**config.mk**
```make
export PLATFORM = sky130hd
export DESIGN_NAME = i2c_tx_cfg_bank
export DESIGN_NICKNAME = d
export VERILOG_FILES = /design/src/rtl/i2c_tx_cfg_bank.sv
export SDC_FILE = /design/constraint.sdc
export NUM_CORES = 1
export LEC_CHECK = 0
export ABC_AREA = 1
export ABC_CLOCK_PERIOD_IN_PS = 1800
export CAP_MARGIN = 10
export CORE_MARGIN = 1
export CORE_UTILIZATION = 42
export DETAILED_ROUTE_END_ITERATION = 8
export GPL_TIMING_DRIVEN = 1
export PLACE_DENSITY = 0.8
export SLEW_MARGIN = 10
export SYNTH_ARGS = -nofsm -noshare
export SYNTH_HDL_FRONTEND = slang
export SYNTH_SLANG_ARGS = --single-unit
```
**constraint.sdc**
```tcl
create_clock -name clk -period 1.8 [get_ports clk]
set_input_delay 0.54 -clock clk [delete_from_list [all_inputs] [get_ports clk]]
set_output_delay 0.54 -clock clk [all_outputs]
set_load 0.05 [all_outputs]
```
**src/rtl/i2c_tx_cfg_bank.sv**
```systemverilog
// i2c_tx_cfg_bank
//   Per-channel TX configuration registers for the I2C TX engines. Each channel
//   takes a legal burst length, then a legal transfer size. It then reports
//   cfg_ready and keeps its configuration frozen while its engine runs.
// Ports:
//   clk, rst_n         clock, asynchronous active-low reset
//   wr_en, rd_en       host write / read strobes (shared addr, wdata)
//   addr               {channel, offset}: 0 BURST, 1 SIZE, 2 STATUS (RO), 3 reserved
//   wdata / rdata      host write data / registered read data (1-cycle latency)
//   wr_err             one-cycle pulse after a rejected write
//   tx_start, tx_done  per-channel engine handshakes
//   cfg_ready          per-channel configuration complete and idle
//   cfg_burst          packed 7-bit bursts, channel c at [7c+6:7c]
//   cfg_size           packed 3-bit sizes, channel c at [3c+2:3c]
module i2c_tx_cfg_bank #(
  parameter int NUM_CH    = 2,
  parameter int ADDR_W    = 4,
  parameter int DATA_W    = 32,
  parameter int MAX_BLOG2 = 6
) (
  input  logic                clk,
  input  logic                rst_n,
  input  logic                wr_en,
  input  logic                rd_en,
  input  logic [ADDR_W-1:0]   addr,
  input  logic [DATA_W-1:0]   wdata,
  output logic [DATA_W-1:0]   rdata,
  output logic                wr_err,
  input  logic [NUM_CH-1:0]   tx_start,
  input  logic [NUM_CH-1:0]   tx_done,
  output logic [NUM_CH-1:0]   cfg_ready,
  output logic [NUM_CH*7-1:0] cfg_burst,
  output logic [NUM_CH*3-1:0] cfg_size
);

  localparam int CH_W = ADDR_W - 2;

  typedef enum logic [1:0] {
    ST_EMPTY    = 2'd0,
    ST_BURST_OK = 2'd1,
    ST_READY    = 2'd2,
    ST_LOCKED   = 2'd3
  } state_e;

  state_e            state_q [NUM_CH];
  state_e            state_d [NUM_CH];
  logic [6:0]        burst_q [NUM_CH];
  logic [6:0]        burst_d [NUM_CH];
  logic [2:0]        size_q  [NUM_CH];
  logic [2:0]        size_d  [NUM_CH];
  logic [NUM_CH-1:0] cfg_ready_q, cfg_ready_d;
  logic [DATA_W-1:0] rdata_q, rdata_d;
  logic              wr_err_q, wr_err_d;

  logic [CH_W-1:0]   ch_s;
  logic [1:0]        off_s;
  logic              burst_legal_s;
  logic              size_legal_s;
  logic              wr_accept_s;
  logic [DATA_W-1:0] rd_val_s;

  assign ch_s  = addr[ADDR_W-1:2];
  assign off_s = addr[1:0];

  // Value legality, compared over the full write-data width.
  always_comb begin
    burst_legal_s = 1'b0;
    for (int k = 0; k <= MAX_BLOG2; k++) begin
      burst_legal_s = burst_legal_s | (wdata == (DATA_W'(1) << k));
    end
    size_legal_s = (wdata == DATA_W'(1)) || (wdata == DATA_W'(2)) ||
                   (wdata == DATA_W'(4));
  end

  // Per-channel FSM and register next-state; any write no channel accepts is an error.
  always_comb begin
    wr_accept_s = 1'b0;
    for (int c = 0; c < NUM_CH; c++) begin
      logic hit_b, hit_s;
      hit_b = wr_en && (ch_s == CH_W'(c)) && (off_s == 2'd0) && burst_legal_s;
      hit_s = wr_en && (ch_s == CH_W'(c)) && (off_s == 2'd1) && size_legal_s;
      state_d[c] = state_q[c];
      burst_d[c] = burst_q[c];
      size_d[c]  = size_q[c];
      case (state_q[c])
        ST_EMPTY: begin
          if (hit_b) begin
            burst_d[c]  = wdata[6:0];
            state_d[c]  = ST_BURST_OK;
            wr_accept_s = 1'b1;
          end else begin
            state_d[c] = ST_EMPTY;
          end
        end
        ST_BURST_OK: begin
          if (hit_b) begin
            burst_d[c]  = wdata[6:0];
            wr_accept_s = 1'b1;
          end else if (hit_s) begin
            size_d[c]   = wdata[2:0];
            state_d[c]  = ST_READY;
            wr_accept_s = 1'b1;
          end else begin
            state_d[c] = ST_BURST_OK;
          end
        end
        ST_READY: begin
          // tx_start has priority; a coincident write to this channel is rejected.
          if (tx_start[c]) begin
            state_d[c] = ST_LOCKED;
          end else if (hit_b) begin
            burst_d[c]  = wdata[6:0];
            state_d[c]  = ST_BURST_OK;
            wr_accept_s = 1'b1;
          end else if (hit_s) begin
            size_d[c]   = wdata[2:0];
            wr_accept_s = 1'b1;
          end else begin
            state_d[c] = ST_READY;
          end
        end
        ST_LOCKED: begin
          if (tx_done[c]) begin
            state_d[c] = ST_EMPTY;
          end else begin
            state_d[c] = ST_LOCKED;
          end
        end
        default: state_d[c] = ST_EMPTY;
      endcase
      cfg_ready_d[c] = (state_q[c] == ST_READY);
    end
    wr_err_d = wr_en && !wr_accept_s;
  end

  // Read mux over pre-write register values; unmatched channel or offset reads 0.
  always_comb begin
    rd_val_s = '0;
    for (int c = 0; c < NUM_CH; c++) begin
      if (ch_s == CH_W'(c)) begin
        case (off_s)
          2'd0:    rd_val_s = DATA_W'(burst_q[c]);
          2'd1:    rd_val_s = DATA_W'(size_q[c]);
          2'd2:    rd_val_s = DATA_W'({cfg_ready_q[c], state_q[c]});
          default: rd_val_s = '0;
        endcase
      end else begin
        rd_val_s = rd_val_s;
      end
    end
    if (rd_en) begin
      rdata_d = rd_val_s;
    end else begin
      rdata_d = rdata_q;
    end
  end

  // State, configuration and host-response registers.
  always_ff @(posedge clk or negedge rst_n) begin
    if (!rst_n) begin
      for (int c = 0; c < NUM_CH; c++) begin
        state_q[c] <= ST_EMPTY;
        burst_q[c] <= 7'd0;
        size_q[c]  <= 3'd0;
      end
      cfg_ready_q <= '0;
      rdata_q     <= '0;
      wr_err_q    <= 1'b0;
    end else begin
      for (int c = 0; c < NUM_CH; c++) begin
        state_q[c] <= state_d[c];
        burst_q[c] <= burst_d[c];
        size_q[c]  <= size_d[c];
      end
      cfg_ready_q <= cfg_ready_d;
      rdata_q     <= rdata_d;
      wr_err_q    <= wr_err_d;
    end
  end

  // Pack per-channel configuration registers onto the output buses.
  always_comb begin
    cfg_burst = '0;
    cfg_size  = '0;
    for (int c = 0; c < NUM_CH; c++) begin
      cfg_burst[7*c +: 7] = burst_q[c];
      cfg_size[3*c +: 3]  = size_q[c];
    end
  end

  assign cfg_ready = cfg_ready_q;
  assign rdata     = rdata_q;
  assign wr_err    = wr_err_q;

endmodule

```
# After elaboration in Yosys (flattened, before gate mapping)
# Cells that the tools add are included.
dict set report classes {
  eq_ne 22
  mux 44
  bitwise 6
  n_reduce_logical 30
}
# operator count
set ops {}
lappend ops {{$mux W32} 2}
lappend ops {{$pmux W7 S3} 2}
lappend ops {{$eq A32 B1 Y1 const B} 1}
lappend ops {{$eq A32 B2 Y1 const B} 1}
lappend ops {{$eq A32 B3 Y1 const B} 1}
lappend ops {{$eq A32 B4 Y1 const B} 1}
lappend ops {{$eq A32 B5 Y1 const B} 1}
lappend ops {{$eq A32 B6 Y1 const B} 1}
lappend ops {{$eq A32 B7 Y1 const B} 1}
lappend ops {{$mux W7} 4}
lappend ops {{$pmux W7 S2} 2}
lappend ops {{$mux W2} 12}
lappend ops {{$mux W3} 6}
lappend ops {{$pmux W2 S4} 2}
lappend ops {{$pmux W3 S2} 2}
lappend ops {{$reduce_and A2 Y1} 6}
lappend ops {{$logic_and A1 B1 Y1} 11}
lappend ops {{$eq A2 B2 Y1 const B} 5}
lappend ops {{$mux W1} 10}
lappend ops {{$eq A2 B1 Y1 const B} 4}
lappend ops {{$logic_not A2 Y1} 4}
lappend ops {{$ne A2 B2 Y1 const B} 4}
lappend ops {{$ne A4 B4 Y1 const B} 2}
lappend ops {{$reduce_bool A2 Y1} 4}
lappend ops {{5 further kinds} 13}
dict set report totals {
  reg_bits 59
  in_bits 44
}

# Longest topological paths before layout
# Gate-level depths: netlist (run 1).
dict set report depth {
  depth_word 17
  depth_mapped 13
}

# Worst setup path before layout (run 1)
# No wires, ideal clock.
dict set report synth_timing {
  path_kind {input-to-reg}
  start {in wdata[5]}
  end {reg state_q[3] (netlist name)}
  arrival_ps 1636
  t_required_ps 1679
  setup_slack_ps 43
  path_stages 11
  n_path_buf 0
  path_cell_list {nor2_1 -> nand2_1 -> inv_1 -> nand4_2 -> nor3b_1 -> nand2_1 -> inv_1 -> nand3_1 -> nand2_1 -> or2_2 -> o21ai_2}
}
dict set report synth_between {
  elab_chain_len 11
  word_cells_on_any_way 25
}
# element line_no
set synth_lines {}
lappend synth_lines {{start, declared} 26} ;# input logic [DATA_W-1:0] wdata,
lappend synth_lines {{$eq A32 B1 Y1 / $eq A32 B2 Y1 (equally long branches)} {69, 71}}
lappend synth_lines {{$or A1 B1 Y1 (6 in a row)} 69} ;# burst_legal_s = burst_legal_s | (wdata == (DATA_W'(1) << k));
lappend synth_lines {{$logic_and A1 B1 Y1} 80} ;# hit_b = wr_en && (ch_s == CH_W'(c)) && (off_s == 2'd0) && burst_legal_s;
lappend synth_lines {{$mux W2} 111} ;# end else if (hit_b) begin
lappend synth_lines {{$mux W2} 109} ;# if (tx_start[c]) begin
lappend synth_lines {{$pmux W2 S4} 85} ;# case (state_q[c])
lappend synth_lines {{end signal, assigned by index} 171} ;# state_q[c] <= state_d[c];
lappend synth_lines {{end, declared} 45} ;# state_e state_q [NUM_CH];
# Several ways; a longest one is shown, not always the timed one. The select of a mux whose other input is x is not followed.
# A chain may end at the register's enable or synchronous reset.

# Worst setup path in the final report (run 1)
dict set report layout_timing {
  start {in wdata[7]}
  end {reg wr_err_q (netlist: wr_err)}
}
dict set report layout_between {
  elab_chain_len 17
  word_cells_on_any_way 31
}
# element line_no
set layout_lines {}
lappend layout_lines {{$eq A32 B1 Y1 / $eq A32 B2 Y1 (equally long branches)} {69, 71}}
lappend layout_lines {{$or A1 B1 Y1 (6 in a row)} 69}
lappend layout_lines {{$logic_and A1 B1 Y1} 80}
lappend layout_lines {{$mux W1} 111}
lappend layout_lines {{$mux W1} 109}
lappend layout_lines {{$pmux W1 S3} 85}
lappend layout_lines {{$mux W1} {99, 115}}
lappend layout_lines {{$mux W1} 111}
lappend layout_lines {{$mux W1} 109}
lappend layout_lines {{$pmux W1 S3 (*)} 85}
lappend layout_lines {{$logic_not A1 Y1 (*)} 133} ;# wr_err_d = wr_en && !wr_accept_s;
lappend layout_lines {{$logic_and A1 B1 Y1 (*)} 133}
lappend layout_lines {{via wr_err_d} 53} ;# logic wr_err_q, wr_err_d;
lappend layout_lines {{end signal, assigned} 177} ;# wr_err_q <= wr_err_d;
lappend layout_lines {{end, declared} 53}
# The timed path passes the listed nets; every way through them passes the cells marked *.

==> impl_metrics.ini, run 1 <==
[sta]
hold_viol = 0
max_freq_mhz = 575
setup_tns_ps = 0
fin_crit_ps = 1740
rsz0062_at_grt = yes
post-route-period-util_pct = 96.6
fin_skew_ps = 8.75
slew_viol_final = 0
finalSetupViolations = 0
setup_ws_ps = 61.9

[routing]
num_vias = 2497
drtIter0Drc = 240
ant_nets = 0
routed_wl_mm = 7.64
wl_per_cell_um = 16.3
drc_errors = 0
firstDrtPassIters = 5
drt-vias-per-instance = 5.32

[synthesis]
synth_seq_cells = 34
yosys-top-cells-area = dfrtp_1, nand2_1, buf_4
netlist.top_cell.by_area = dfrtp_1
syn_avg_cell_area_um2 = 7.55
synth_seq_area_share_pct = 37.8
postSynthCellCount = 298
netlist_area_um2 = 2250
netlist.area_leader.share_pct = 37.8
synth.distinct_cells = 30
ys.warnings.count = 0

[floorplan]
start_util_pct = 43.8
fp-row-count = 26
ios = 99
die_area_um2 = 5660
core_area_um2 = 5140
die_y_um = 75.2
die_x_um = 75.2

[power]
clockPowerShare_pct = 37.2
p_int_uw = 1350
p_seq_share_pct = 40.9
vdd_drop_max_uv = 407
p_leak_uw = 0.00181
power_switching_uw = 564
comb_power_share_pct = 21.8
power_density_nw_per_um2 = 524
p_sw_share_pct = 29.4

[min_path]
hold_class = reg -> reg
min_from = rdata[4]$_DFFE_PN0P_
hold_depth = 2
hold_end = rdata[4]$_DFFE_PN0P_

[critical_path]
cpMaxStageDelayCell = a21oi_4
crit_buf_inv = 3
path_class = in -> reg
r2r_cells = 7
crit_family = simple AND/OR/NAND/NOR gates
cp.arrival_ps = 1900
crit_chain = clkbuf_2 -> nor2_4 -> nand2_2 -> inv_2 -> nand4_4 -> a21oi_4 -> nand3_4 -> buf_6 -> nand2_2 -> nand2_1 -> nand3_1 -> a21oi_1
timing.rr.end = cfg_size[4]$_DFFE_PN0P_
critPathMaxStageDelay_ps = 240
r2r_start = state_q[0]$_DFFE_PN0P_
crit_fanout = 5
start_kind = primary input
r2r_setup_slack_ps = 70
setup.worst_path.end_class = flop
crit_top_cell = nand2_2
required_ps = 1970

[clock_network]
cts_buffer_depth = 2
cts_made_buffers = 5
insertion_delay_ps = 290
root_buffer = clkbuf_8
cts_max_level = 2
cts.clk_slew.worst_paths_ps = 70
cts.sinks = 34
cts_tree = done
ctsHoldBuffers = 0

[finish]
drive_gt1_share_pct = 40.4
nets = 454
diodes = 0
mostFrequentLayoutCell = nand2_1
syn2layout_area_growth_pct = 62.5
final_cell_mix = nand2_1, dfrtp_1, buf_4, buf_12

[global_routing]
first_global_vias = 2380
grt.overflow.total = 0
track_usage_pct = 27.1
antenna_found_initial = 0
grt_pass1_wl_mm = 11.4
grt_max_degree = 35

[place]
dpl.hpwl_mm = 4.89
place_ws_ps = -744
io_buffers = 73
gp_congestion = 0.889

[job]
drv_cap = 0

[run_status]
status = completed
kinds of logic after synthesis:
family / Yosys count / synth area share, %
AO/OA/AOI/OAI: 46 / 12.4
adder cells (fa/ha/maj): 11 / 6.11
buffers and inverters: 61 / 15.0
flip-flops: 34 / 37.8
multiplexers: 3 / 1.33
other: 1 / 0.167
AND/OR/NAND/NOR: 142 / 27.2
cells in the mapped netlist, drive strengths merged:
cell type,number
nand2,76
nor2,36
dfrtp,34
inv,32
buf,27
nand3,23
o21ai,22
ha,11
a21oi,10
a31oi,7
o211ai,5
mux2i,3
nand4,3
clkbuf,2
nor3,2
conb,1
nor3b,1
o21a,1
o21bai,1
or2,1
what timing repair did:
action	in CTS	in global routing
gates resized for setup	106	91
setup buffers	2	2
pin swaps	40	41
setup endpoints to repair	25	27
cloned	1	0
worst min-delay path: cells and delay by family, from the launching register on:
family	cells	cell delay, ps
AOI/OAI and AO/OA	1	40
DFF	1	380
and+or+nand+nor	1	80
worst max path at each step:
| stage | from | cells past startpoint | end | slack (ps) |
|---|---|---|---|---|
| floorplan | wdata[5] | 11 | state_q[3]$_DFFE_PN0P_ | 40 |
| global placement | wdata[0] | 10 | state_q[3]$_DFFE_PN0P_ | -570 |
| detailed placement | wdata[0] | 10 | state_q[3]$_DFFE_PN0P_ | -740 |
| CTS | wdata[12] | 12 | state_q[3]$_DFFE_PN0P_ | 3 |
| global route | wdata[7] | 13 | state_q[1]$_DFFE_PN0P_ | 4 |
| finish | wdata[7] | 12 | wr_err$_DFF_PN0_ | 60 |
power groups by stage:
stage	Sequential, uW	Combinational [uW]	Clock (uW)
finish	785	418	714
global route	785	443	754
CTS	785	402	715
detailed placement	799	404	0
global placement	799	399	0
floorplan	839	211	0
metrics by stage:
step	instance area, um^2	total power [uW]	instances	util (%)	hold WS (ps)
2_1_floorplan	2340	1050	322	-	244
3_3_place_gp	3350	1200	457	65.2	536
6_report	3660	1920	469	71.2	547
3_5_place_dp	3350	1200	457	65.2	536
4_1_cts	3630	1900	467	70.7	547
5_1_grt	3660	1980	469	71.2	573
per-layer routing:
layer	part of all wire, %	track usage (%)	up-vias
li1	-	-	1123
met2	51	48.7	166
met4	3.4	10.7	0
met3	7.9	4.69	36
met5	0	0	-
met1	37	32.2	1172
final cells by class:
class / instances / area [um^2]
clock buffers: 6 / 82.6
clock inverters: 1 / 30.0
fillers: 350 / 1480
inverters: 32 / 125
multi-input cells: 228 / 1420
flip-flops and latches: 34 / 852
well taps: 70 / 87.6
repair buffers: 98 / 1060
flip-flops by register name, summed over array words and instances (netlist names):
register / cells
cfg_burst: 14
cfg_ready: 2
cfg_size: 6
rdata: 7
state_q: 4
wr_err: 1
No activity file was read; power rests on OpenSTA's default activity.
==> run 2, diff against run 1 <==
ABC_CLOCK_PERIOD_IN_PS = not set   (was 1800)
CORE_UTILIZATION = 55   (was 42)
DONT_BUFFER_PORTS = 1   (was not set)
PLACE_DENSITY = 0.7   (was 0.8)
==> impl_metrics.ini, run 2 (synthesized netlist as in run 1, its figures left out) <==
[critical_path]
crit_top_cell = nand2_1
crit_fanout = 5
crit_chain = inv_1 -> ha_1 -> inv_1 -> nand2_1 -> o21bai_1 -> inv_1 -> nand2_1 -> nand2_1 -> nand2_1 -> nand3_1 -> a21oi_2
cpMaxStageDelayCell = dfrtp_1
path_class = reg -> reg
required_ps = 2020
r2r_setup_slack_ps = 160
setup.worst_path.end_class = flop
r2r_start = state_q[3]$_DFFE_PN0P_
critPathMaxStageDelay_ps = 420
r2r_cells = 11
timing.rr.end = wr_err$_DFF_PN0_
cp.arrival_ps = 1860
start_kind = flop

[sta]
slew_viol_final = 0
setup_tns_ps = 0
fin_crit_ps = 1640
hold_viol = 0
fin_skew_ps = 5.40
max_freq_mhz = 610
worst_slew_pin_slew_ps = 550
finalSetupViolations = 0
maxSlewHeadroom_pct = 63.4
setup_ws_ps = 159
post-route-period-util_pct = 91.1

[floorplan]
die_x_um = 66.0
ios = 99
start_util_pct = 59.3
die_y_um = 66.0
fp-row-count = 22
core_area_um2 = 3800
die_area_um2 = 4350

[global_routing]
grt_pass1_wl_mm = 8.27
first_global_vias = 1811
track_usage_pct = 25.7
antenna_found_initial = 0
grt_max_degree = 35
grt.overflow.total = 0

[power]
p_leak_uw = 0.00126
vdd_drop_max_uv = 536
power_density_nw_per_um2 = 695

[routing]
drc_errors = 0
drtIter0Drc = 138
wl_per_cell_um = 13.5
drt-vias-per-instance = 5.36
ant_nets = 0
num_vias = 1960
firstDrtPassIters = 4
routed_wl_mm = 4.96

[finish]
mostFrequentLayoutCell = nand2_1
drive_gt1_share_pct = 13.2
fin_util_pct = 64.4
largest_register_ffs = 14
syn2layout_area_growth_pct = 8.62
nets = 372
diodes = 0
final_cell_mix = nand2_1, nor2_1, dfrtp_1

[run_status]
status = completed

[job]
drv_cap = 0

[place]
dpl.hpwl_mm = 3.99
gp_congestion = 0.936
place_ws_ps = -150
io_buffers = 0

[clock_network]
cts.sinks = 34
cts_tree = done
cts_buffer_depth = 2
insertion_delay_ps = 290
cts_made_buffers = 5
root_buffer = clkbuf_8
cts_max_level = 2
cts.clk_slew.worst_paths_ps = 70

[min_path]
hold_class = in -> async
## run 2: routing by layer
layer / track usage [%] / routed length (um)
met1: 32.6 / 2010
met3: 9.48 / 480
met2: 38.6 / 2370
met5: 0 / 0
met4: 12.2 / 93
## run 2: worst max path at each step
stage                                      start                     end  slack [ps]  depth (start not counted)
after floorplan                         wdata[5]  state_q[3]$_DFFE_PN0P_          40                         11
after global placement                  wdata[5]  state_q[3]$_DFFE_PN0P_         -80                         11
after detailed placement                wdata[5]  state_q[3]$_DFFE_PN0P_        -150                         11
after CTS                               wdata[5]  state_q[3]$_DFFE_PN0P_         130                         11
after global routing      state_q[3]$_DFFE_PN0P_        wr_err$_DFF_PN0_         -10                         11
final                     state_q[3]$_DFFE_PN0P_        wr_err$_DFF_PN0_         160                         11
## run 2: worst max-delay path: cells and delay by family, from the launching register on
family                     cells  cell delay [ps]
DFF                            1              420
buffers and inverters          3              250
and+or+nand+nor                5              410
AOI/OAI and AO/OA              2              260
adders and majority gates      1              230
## run 2: metrics by stage
step	power (uW)	std cells	area, um^2	hold WS, ps
2_1_floorplan	1050	322	2340	244
3_3_place_gp	1040	357	2300	245
3_5_place_dp	1040	357	2300	245
4_1_cts	1710	366	2430	78.0
5_1_grt	1770	366	2440	78.1
6_report	1700	366	2440	72.9
## run 2: repair_timing
action                                 CTS  global route
gates resized for setup                  0             3
setup buffers                            0             0
endpoints found under the hold margin   34             0
hold buffers                             1             0
setup endpoints to repair                0             3
## run 2: layout make-up
class	count	area, um^2
multi-input cells	227	1160
inverters	32	120
well taps	48	60.1
fillers	350	1350
clock buffers	8	110
flip-flops and latches	34	851
repair buffers	17	140
## run 2: power breakdown
group | internal (uW) | switching, uW
Sequential | 775 | 50.7
Combinational | 43.3 | 175
Clock | 386 | 268
Total | 1200 | 494
